--- config.mk ---
export PLATFORM = sky130hd
export DESIGN_NAME = ram_arbiter_flat
export DESIGN_NICKNAME = d
export VERILOG_FILES = /design/src/rtl/ram_arbiter_pkg.sv /design/src/rtl/ram_arbiter_if.sv /design/src/rtl/ram_arbiter_rr_arbiter2.sv /design/src/rtl/ram_arbiter.sv /design/src/flat_wrapper.sv
export SDC_FILE = /design/constraint.sdc
export NUM_CORES = 1
export LEC_CHECK = 0
export BUFFER_PORTS_ARGS = -buffer_cell sky130_fd_sc_hd__buf_4
export CORE_ASPECT_RATIO = 1.75
export CORE_MARGIN = 2
export CORE_UTILIZATION = 45
export CTS_CLUSTER_DIAMETER = 200
export DETAILED_ROUTE_END_ITERATION = 8
export GPL_TIMING_DRIVEN = 1
export HOLD_SLACK_MARGIN = 0.05
export PLACE_DENSITY = 0.79
export SLEW_MARGIN = 20
export SYNTH_ARGS = -nofsm -noshare
export SYNTH_HDL_FRONTEND = slang
export SYNTH_HIERARCHICAL = 1
export SYNTH_SLANG_ARGS = --single-unit
export TNS_END_PERCENT = 100
--- constraint.sdc ---
create_clock -name clk -period 1.85 [get_ports clk]
set_clock_uncertainty 0.1 [all_clocks]
set_input_delay 0.37 -clock clk [delete_from_list [all_inputs] [get_ports clk]]
set_output_delay 0.37 -clock clk [all_outputs]
set_load 0.02 [all_outputs]
--- src/rtl/ram_arbiter_pkg.sv ---
// ram_arbiter_pkg: shared FSM state encoding and port-index type
package ram_arbiter_pkg;
  typedef enum logic [1:0] {IDLE = 2'd0, ACCESS = 2'd1, RESP = 2'd2} state_t;
  typedef logic port_t;
  localparam port_t PORT0 = 1'b0;
  localparam port_t PORT1 = 1'b1;
endpackage

--- src/rtl/ram_arbiter_if.sv ---
// ram_arbiter_if: two client request ports plus the single RAM bus
interface ram_arbiter_if #(
  parameter int ADDR_WIDTH = 8,
  parameter int DATA_WIDTH = 8
);
  logic req0, req1, we0, we1, ack0, ack1, busy, ram_cs, ram_we, ram_oe;
  logic [ADDR_WIDTH-1:0] addr0, addr1, ram_address;
  logic [DATA_WIDTH-1:0] wdata0, wdata1, rdata0, rdata1, ram_data_in, ram_data_out;
  modport slave (
    input  req0, req1, we0, we1, addr0, addr1, wdata0, wdata1, ram_data_out,
    output ack0, ack1, rdata0, rdata1, busy, ram_address, ram_cs, ram_we, ram_oe, ram_data_in
  );
  modport master (
    output req0, req1, we0, we1, addr0, addr1, wdata0, wdata1, ram_data_out,
    input  ack0, ack1, rdata0, rdata1, busy, ram_address, ram_cs, ram_we, ram_oe, ram_data_in
  );
endinterface

--- src/rtl/ram_arbiter_rr_arbiter2.sv ---
// rr_arbiter2: two-way round-robin grant, the port not granted last wins a tie
module rr_arbiter2
  import ram_arbiter_pkg::*;
(
  input  logic       req0,
  input  logic       req1,
  input  port_t      last,
  output logic [1:0] gnt
);
  // one-hot grant; a lone request wins regardless of the pointer
  always_comb gnt = (req0 && req1) ? ((last == PORT0) ? 2'b10 : 2'b01) : {req1, req0};
endmodule

--- src/rtl/ram_arbiter.sv ---
// ram_arbiter: round-robin sharing of one asynchronous RAM between two ports
module ram_arbiter
  import ram_arbiter_pkg::*;
#(
  parameter int ADDR_WIDTH = 8,
  parameter int DATA_WIDTH = 8
) (
  input logic          clk,
  input logic          rst,
  ram_arbiter_if.slave bus
);
  state_t state_q, state_d;
  port_t last_q, last_d, win_q, win_d, pick;
  logic wr_q, wr_d, start;
  logic ack0_q, ack0_d, ack1_q, ack1_d, busy_q, busy_d;
  logic cs_q, cs_d, we_q, we_d, oe_q, oe_d;
  logic [ADDR_WIDTH-1:0] addr_q, addr_d;
  logic [DATA_WIDTH-1:0] din_q, din_d, rdata0_q, rdata0_d, rdata1_q, rdata1_d;
  logic [1:0] gnt;
  rr_arbiter2 u_rr (.req0(bus.req0), .req1(bus.req1), .last(last_q), .gnt(gnt));
  assign pick = gnt[1] ? PORT1 : PORT0;
  // state register and all registered outputs
  always_ff @(posedge clk) begin
    if (rst) begin
      state_q  <= IDLE;
      last_q   <= PORT1;
      win_q    <= PORT0;
      wr_q     <= 1'b0;
      ack0_q   <= 1'b0;
      ack1_q   <= 1'b0;
      busy_q   <= 1'b0;
      cs_q     <= 1'b0;
      we_q     <= 1'b0;
      oe_q     <= 1'b0;
      addr_q   <= '0;
      din_q    <= '0;
      rdata0_q <= '0;
      rdata1_q <= '0;
    end else begin
      state_q  <= state_d;
      last_q   <= last_d;
      win_q    <= win_d;
      wr_q     <= wr_d;
      ack0_q   <= ack0_d;
      ack1_q   <= ack1_d;
      busy_q   <= busy_d;
      cs_q     <= cs_d;
      we_q     <= we_d;
      oe_q     <= oe_d;
      addr_q   <= addr_d;
      din_q    <= din_d;
      rdata0_q <= rdata0_d;
      rdata1_q <= rdata1_d;
    end
  end
  // IDLE waits for any request; ACCESS and RESP each last one cycle
  always_comb begin
    state_d = (state_q == IDLE) ? ((bus.req0 || bus.req1) ? ACCESS : IDLE) :
              (state_q == ACCESS) ? RESP : IDLE;
  end
  // latch the winner on grant, strobe the RAM for ACCESS only, ack and capture in RESP
  always_comb begin
    start    = (state_q == IDLE) && (state_d == ACCESS);
    last_d   = start ? pick : last_q;
    win_d    = start ? pick : win_q;
    wr_d     = start ? ((pick == PORT1) ? bus.we1 : bus.we0) : wr_q;
    addr_d   = start ? ((pick == PORT1) ? bus.addr1 : bus.addr0) : addr_q;
    din_d    = start ? ((pick == PORT1) ? bus.wdata1 : bus.wdata0) : din_q;
    cs_d     = start;
    we_d     = start && wr_d;
    oe_d     = start && !wr_d;
    ack0_d   = (state_q == ACCESS) && (win_q == PORT0);
    ack1_d   = (state_q == ACCESS) && (win_q == PORT1);
    rdata0_d = (ack0_d && !wr_q) ? bus.ram_data_out : rdata0_q;
    rdata1_d = (ack1_d && !wr_q) ? bus.ram_data_out : rdata1_q;
    busy_d   = state_d != IDLE;
  end
  assign bus.ack0        = ack0_q;
  assign bus.ack1        = ack1_q;
  assign bus.busy        = busy_q;
  assign bus.ram_cs      = cs_q;
  assign bus.ram_we      = we_q;
  assign bus.ram_oe      = oe_q;
  assign bus.ram_address = addr_q;
  assign bus.ram_data_in = din_q;
  assign bus.rdata0      = rdata0_q;
  assign bus.rdata1      = rdata1_q;
endmodule

--- src/flat_wrapper.sv ---
// flat-port wrapper written by rule: the top's interface ports become plain ports
module ram_arbiter_flat import ram_arbiter_pkg::*;
#(
  parameter int ADDR_WIDTH = 8,
  parameter int DATA_WIDTH = 8
)
  (clk, rst, bus_req0, bus_req1, bus_we0, bus_we1, bus_addr0, bus_addr1, bus_wdata0, bus_wdata1, bus_ram_data_out, bus_ack0, bus_ack1, bus_rdata0, bus_rdata1, bus_busy, bus_ram_address, bus_ram_cs, bus_ram_we, bus_ram_oe, bus_ram_data_in);
  ram_arbiter_if #(.ADDR_WIDTH(ADDR_WIDTH), .DATA_WIDTH(DATA_WIDTH)) bus_i ();
  input logic clk;
  input logic rst;
  input wire logic [$bits(bus_i.req0)-1:0] bus_req0;
  input wire logic [$bits(bus_i.req1)-1:0] bus_req1;
  input wire logic [$bits(bus_i.we0)-1:0] bus_we0;
  input wire logic [$bits(bus_i.we1)-1:0] bus_we1;
  input wire logic [$bits(bus_i.addr0)-1:0] bus_addr0;
  input wire logic [$bits(bus_i.addr1)-1:0] bus_addr1;
  input wire logic [$bits(bus_i.wdata0)-1:0] bus_wdata0;
  input wire logic [$bits(bus_i.wdata1)-1:0] bus_wdata1;
  input wire logic [$bits(bus_i.ram_data_out)-1:0] bus_ram_data_out;
  output wire logic [$bits(bus_i.ack0)-1:0] bus_ack0;
  output wire logic [$bits(bus_i.ack1)-1:0] bus_ack1;
  output wire logic [$bits(bus_i.rdata0)-1:0] bus_rdata0;
  output wire logic [$bits(bus_i.rdata1)-1:0] bus_rdata1;
  output wire logic [$bits(bus_i.busy)-1:0] bus_busy;
  output wire logic [$bits(bus_i.ram_address)-1:0] bus_ram_address;
  output wire logic [$bits(bus_i.ram_cs)-1:0] bus_ram_cs;
  output wire logic [$bits(bus_i.ram_we)-1:0] bus_ram_we;
  output wire logic [$bits(bus_i.ram_oe)-1:0] bus_ram_oe;
  output wire logic [$bits(bus_i.ram_data_in)-1:0] bus_ram_data_in;
  assign bus_i.req0 = bus_req0;
  assign bus_i.req1 = bus_req1;
  assign bus_i.we0 = bus_we0;
  assign bus_i.we1 = bus_we1;
  assign bus_i.addr0 = bus_addr0;
  assign bus_i.addr1 = bus_addr1;
  assign bus_i.wdata0 = bus_wdata0;
  assign bus_i.wdata1 = bus_wdata1;
  assign bus_i.ram_data_out = bus_ram_data_out;
  assign bus_ack0 = bus_i.ack0;
  assign bus_ack1 = bus_i.ack1;
  assign bus_rdata0 = bus_i.rdata0;
  assign bus_rdata1 = bus_i.rdata1;
  assign bus_busy = bus_i.busy;
  assign bus_ram_address = bus_i.ram_address;
  assign bus_ram_cs = bus_i.ram_cs;
  assign bus_ram_we = bus_i.ram_we;
  assign bus_ram_oe = bus_i.ram_oe;
  assign bus_ram_data_in = bus_i.ram_data_in;
  ram_arbiter #(.ADDR_WIDTH(ADDR_WIDTH), .DATA_WIDTH(DATA_WIDTH)) u_core (.clk(clk), .rst(rst), .bus(bus_i));
endmodule
==> impl_results.md, run 1 <==
- Status: complete, no violations
- Register-to-register setup slack: 280 ps
- Layout area overhead: 45.1%
- Crit path capture type: flip-flop
- Least-Margin Pin Slew: 536 ps
- CTS resizes: 0
- CP Buf/Inv Count: 0
- Critical-path top delay cell: nor2_1
- Critical path launch point type: flip-flop
- Detailed Place HPWL: 2900 um
- Drt wl/cell: roughly 13 um
- # port buffers: 83
- Pwr Density: 919 mW/mm^2
- CTS max path bufs: 2
- Vias per cell: between 5 and 6
- Die Height: 85.2 um
- Worst rel slew slack: 0.641
- Finished Layout Cells: 300
- Vias in the first global route: 1496
- Post-CTS Setup Repair Bufs: 0
- CTS H-tree depth: 2
- Pre-Repair DR Iteration Count: 4
- Leakage: ~1.1 nW
- CTS tree: done
- Share of layout cells above drive strength 1: 0.413
- CP required: between 1500 and 2000 ps
- Total CTS buffers: 5
- CP arrival: 1660 ps
- FMAX: between 600 and 700 MHz
- Mapped Cells: 172
- RSZ-0062 raised after global routing: no
- Worst skew pair latency: 290 ps
- Wire length of the first global-routing pass: 6240 um
- Vias post-DR: 1564
- Family with the most delay on the worst path: simple AND/OR/NAND/NOR gates
- CP Max Fanout: 10
- Slew Limit Fails: 0
- Largest net degree at the start of global routing: 43
- Cell Rows: 29
- Warnings, synthesis: 6
- VDD IR-drop max: 0.000740 V
- TNS Setup: 0 ps
- Final Critical Period: 1570 ps
- Final Cycle Share: 0.850
- Die Wd: 50.4 um
- Final ANT Viol Nets: 0
- Mean Syn Cell Area: 9.85 um^2
- Drt drc: 0
- Hold buffer count at cts: 0
- DP Cell Count: 292
- Routed wire length: 3760 um
- Tightest hold margin: 227 ps
- Finish-stage setup viols: 0
- IO Count: 84
- RD Place Congestion: 0.719
- Final #Nets: 299
- Antenna violations before repair: 0
- Clk slew on worst S/H paths: around 80 ps
- Utilization after layout: 0.677
- Worst hold path depth: 3
- Critical-path cell list: nor2_1 > nand2_1 > a211o_1
- Final hold vios: 0
- FF-to-FF path depth: 3
- Worst Hold End: u_core/bus.rdata1[2]$_SDFFE_PP0P_
- Worst path max stage delay: about 450 ps
- DRT iter0 DRCs: 8
- Synth Cell Area: 0.00169 mm^2
- Die footprint: 0.00429 mm^2
- Clock Sinks: 43
- Initial Util: 0.467
- Max_cap viols: 0
- Global route overflow: 0
- GRT Total Usage: 0.185
- Origin of the critical flop-to-flop path: u_core/state_q[0]$_SDFF_PP0_
- Syn nets: 218
- WS Path Type: reg2reg
- Reg2reg end: u_core/last_q$_SDFFE_PP1P_
- Hold Path Class: in2reg
- Diodes inserted: 0
- Core Region: ~0.0036 mm^2
- Root Driver: clkbuf_8
- Min-delay src: bus_ram_data_out[2]
## placed cells by master (no fill, tap or decap), types with 2 or more instances in the layout
master	instances
mux2i_1	24
a211oi_1	16
dfxtp_1	43
nor2_1	13
or2_2	2
nand2_1	17
nor3_1	4
clkbuf_8	6
a21oi_1	26
buf_4	88
## where the power goes
| group | internal, mW | switching [mW] |
|---|---|---|
| combinational | 0.235 | 0.247 |
| sequential | 0.999 | 0.0435 |
| clock | 0.436 | 0.297 |
## metrics by stage
stage	setup slack, ps	power [mW]	area, um^2
floorplan	384	1.33	1690
global placement	306	1.54	2340
detailed placement	295	1.55	2340
CTS	286	2.29	2460
global route	130	2.37	2460
finish	277	2.26	2460
## worst min-delay path: stages
cell     delay (ps)
buf_4            90
mux2i_1          60
nor2_1           70
## cell type report
| type | count | area (um^2) |
|---|---|---|
| timing repair buffer | 88 | 661 |
| fill | 317 | 1170 |
| tap | 46 | 57.6 |
| multi-input combinational | 115 | 761 |
| sequential | 43 | 861 |
| clock inverter | 2 | 35.0 |
| clock buffer | 6 | 82.6 |
## worst max-delay path by stage
stage / from / end / slack [ps] / cells past startpoint
final: u_core/state_q[0]$_SDFF_PP0_ / u_core/last_q$_SDFFE_PP1P_ / 280 / 3
after global routing: u_core/state_q[1]$_SDFF_PP0_ / u_core/last_q$_SDFFE_PP1P_ / 130 / 3
after CTS: u_core/state_q[0]$_SDFF_PP0_ / u_core/last_q$_SDFFE_PP1P_ / 290 / 3
after detailed placement: bus_req0 / u_core/bus.ram_address[3]$_SDFFE_PP0P_ / 300 / 5
after global placement: bus_req0 / u_core/bus.ram_address[3]$_SDFFE_PP0P_ / 310 / 5
after floorplan: bus_req1 / u_core/wr_q$_SDFF_PP0_ / 380 / 5
## registers in the layout (all words and copies together), names as in the netlist, 2 cells and up
| name | count |
|---|---|
| u_core/bus.ram_data_in | 8 |
| u_core/bus.rdata0 | 8 |
| u_core/bus.ram_address | 8 |
| u_core/state_q | 2 |
| u_core/bus.rdata1 | 8 |
## metal layers
layer  part of all wire  GRT usage  vias up
met1               0.37      0.187      728
met2               0.55      0.349       58
met4              0.016     0.0737        0
met5                  0          0        -
met3              0.064     0.0475        7
li1                   -          -      771
Power figures use the tool's default switching activity.
==> run 2, diff against run 1 <==
Settings changed: PLACE_DENSITY 0.79 to 0.78, SYNTH_HIERARCHICAL 1 to unset.
==> run 2 against run 1 <==
  * Via count grew 3.6%
  * Flip-flop and latch count fell by 1
  * Core utilization shrank 0.12 points
  * Worst hold slack gained 1.9 ps
  * Critical endpoint is now u_core.bus.rdata0[5]$_SDFFE_PP0P_
  * Highest routed layer unchanged
==> impl_results.md, run 2 <==
- Crit path capture type: flip-flop
- Total CTS buffers: 5
- Final hold vios: 0
- IO Count: between 80 and 90
- Finish-stage setup viols: 0
- Vias in the first global route: 1513
- Post-synth cell types: 29
- DRT iter0 DRCs: 21
- Worst skew pair latency: 290 ps
- Vias per cell: 5.13
- Die Height: 86.3 um
- Worst Setup EP: u_core.bus.rdata0[5]$_SDFFE_PP0P_
- Clock Sinks: 42
- Origin of the critical flop-to-flop path: u_core.win_q$_SDFFE_PP0P_
- Worst path max stage delay: 690 ps
- CTS tree: done
- FMAX: 674 MHz
- Syn nets: 233
- Leakage: ~1.1 nW
- Dominant cell type by area after synthesis: dfxtp_1
- Top cell type's share of synthesized area: 0.483
- Final Critical Period: roughly 1500 ps
- Initial Util: 0.475
- Drt wl/cell: 12.5 um
- Tightest hold margin: approximately 230 ps
- Largest net degree at the start of global routing: 42
- FF-to-FF path depth: 3
- Critical-path cell list: or4b_1 > nand2_1 > a21oi_1
- Synth top area cells: dfxtp_1 (48%), nand2_1 (11%), a21oi_1 (7.5%), a311oi_2 (6.9%), mux2i_1 (5.2%)
- Slew Limit Fails: 0
- Final #Nets: ~320
- Top post-synthesis cells by count: nand2_1 (49), dfxtp_1 (42), a21oi_1 (26), nor2_1 (12), mux2i_1 (9)
- Register-to-register setup slack: 370 ps
- RD Place Congestion: 0.725
- Pwr Density: 839 mW/mm^2
- Antenna violations before repair: 0
- Final ANT Viol Nets: 0
- VDD IR-drop max: 0.000665 V
- Critical path launch point type: flip-flop
- Top-count cell post-synth: nand2_1
- Die footprint: about 0.0044 mm^2
- Diodes inserted: 0
- Routed wire length: between 3000 and 4000 um
- Total power: 2.08 mW
- Least-Margin Pin Slew: ~480 ps
- Final Cycle Share: 0.802
- Most common cell after layout, fill and taps aside: buf_4
- Global route overflow: 0
- Mapped Cells: between 150 and 200
- Post-Place Cell Area: 0.00240 mm^2
- Wire length of the first global-routing pass: about 6300 um
- Synth Cell Area: 0.00174 mm^2
- GRT Total Usage: 0.184
- RSZ-0062 raised after global routing: no
- TNS Setup: 0 ps
- Crit path from: u_core.win_q$_SDFFE_PP0P_
- Pre-Repair DR Iteration Count: 4
- Final instance area: 0.00248 mm^2
- Root Driver: clkbuf_8
- Sequential area share after synthesis: 0.483
- Share of layout cells above drive strength 1: 0.419
- EDFF count, synth: 0
- CTS resizes: 0
- Met2 Usage GRT: 0.352
- Clk slew on worst S/H paths: 80 ps
- CP required: about 1900 ps
- Most used flip-flop cell after synthesis: dfxtp_1
- Max_cap viols: 0
- Met1 global-route usage: 0.183
- Detailed Place HPWL: 3020 um
- Mean Syn Cell Area: 9.31 um^2
- Hold buffer count at cts: 0
- CP Max Fanout: 8
- Post-CTS Setup Repair Bufs: 0
- Most frequent cells in the layout: buf_4 (92), nand2_1 (49), dfxtp_1 (42)
- Die Wd: 51.0 um
- Vias post-DR: 1621
- Post-synth ARST share: 0
- Cell Rows: 29
- Count of state elements after synthesis: 42
- Core Region: 0.00366 mm^2
- CTS max path bufs: 2
- Drt drc: 0
- Met3 GRT Util: 0.0310
- Warnings, synthesis: 0
- Worst rel slew slack: 0.683
- CTS H-tree depth: 2
- Global route hottest layer: met2
- WS Path Type: reg2reg
- Hold Path Class: in2reg
- Critical-path top delay cell: or4b_1
- Reg2reg end: u_core.bus.rdata0[5]$_SDFFE_PP0P_
- Layout area overhead: 42.2%
- Status: complete, no violations
- CP arrival: roughly 1500 ps
- # port buffers: a little over 80
-- run 2: critical path, delay by kind of cell, from the launching register on --
kind	cells	cell delay [ps]
and+or+nand+nor	2	810
DFF	1	360
AOI/OAI and AO/OA	1	60
-- run 2: worst min-delay path by stage --
stage	slack [ps]	start	endpoint	cells after the start
after CTS	230	bus_ram_data_out[2]	u_core.bus.rdata1[2]$_SDFFE_PP0P_	3
after floorplan	380	u_core.win_q$_SDFFE_PP0P_	u_core.bus.ack0$_SDFF_PP0_	1
after global routing	230	bus_ram_data_out[0]	u_core.bus.rdata1[0]$_SDFFE_PP0P_	3
after global placement	340	u_core.bus.rdata0[0]$_SDFFE_PP0P_	u_core.bus.rdata0[0]$_SDFFE_PP0P_	2
after detailed placement	350	u_core.bus.rdata0[4]$_SDFFE_PP0P_	u_core.bus.rdata0[4]$_SDFFE_PP0P_	2
final	230	bus_ram_data_out[6]	u_core.bus.rdata1[6]$_SDFFE_PP0P_	3
-- run 2: through the flow --
stage               setup WS, ps  std cells  utilization
finish                       367        316        0.676
global route                 283        316        0.676
CTS                          360        316        0.676
detailed placement           245        309        0.654
global placement             283        309        0.654
floorplan                    355        187            -
-- run 2: layer usage --
metal	routed length, um	up-vias
met1	1430	746
met5	0	-
li1	-	816
met4	87	0
met2	2260	50
met3	172	9
-- run 2: where the power goes --
| part | switching, mW | internal [mW] | total (mW) | leakage, nW |
|---|---|---|---|---|
| Clock | 0.287 | 0.253 | 0.540 | 0.0438 |
| Combinational | 0.268 | 0.248 | 0.516 | 0.699 |
| Sequential | 0.0454 | 0.976 | 1.02 | 0.345 |
-- run 2: cells by family after synthesis --
group                  share of synthesized area
and+or+nand+nor                            0.186
buffers and inverters                     0.0560
DFF                                        0.483
muxes                                     0.0517
AOI/OAI and AO/OA                          0.223
-- run 2: cell type report --
class / instances / area [um^2]
Clock buffer: 5 / 68.8
Fill cell: 320 / 1190
Tap cell: 46 / 57.6
Timing Repair Buffer: 92 / 691
Sequential cell: 42 / 841
Clock inverter: 2 / 10.0
Multi-Input combinational cell: 129 / 810
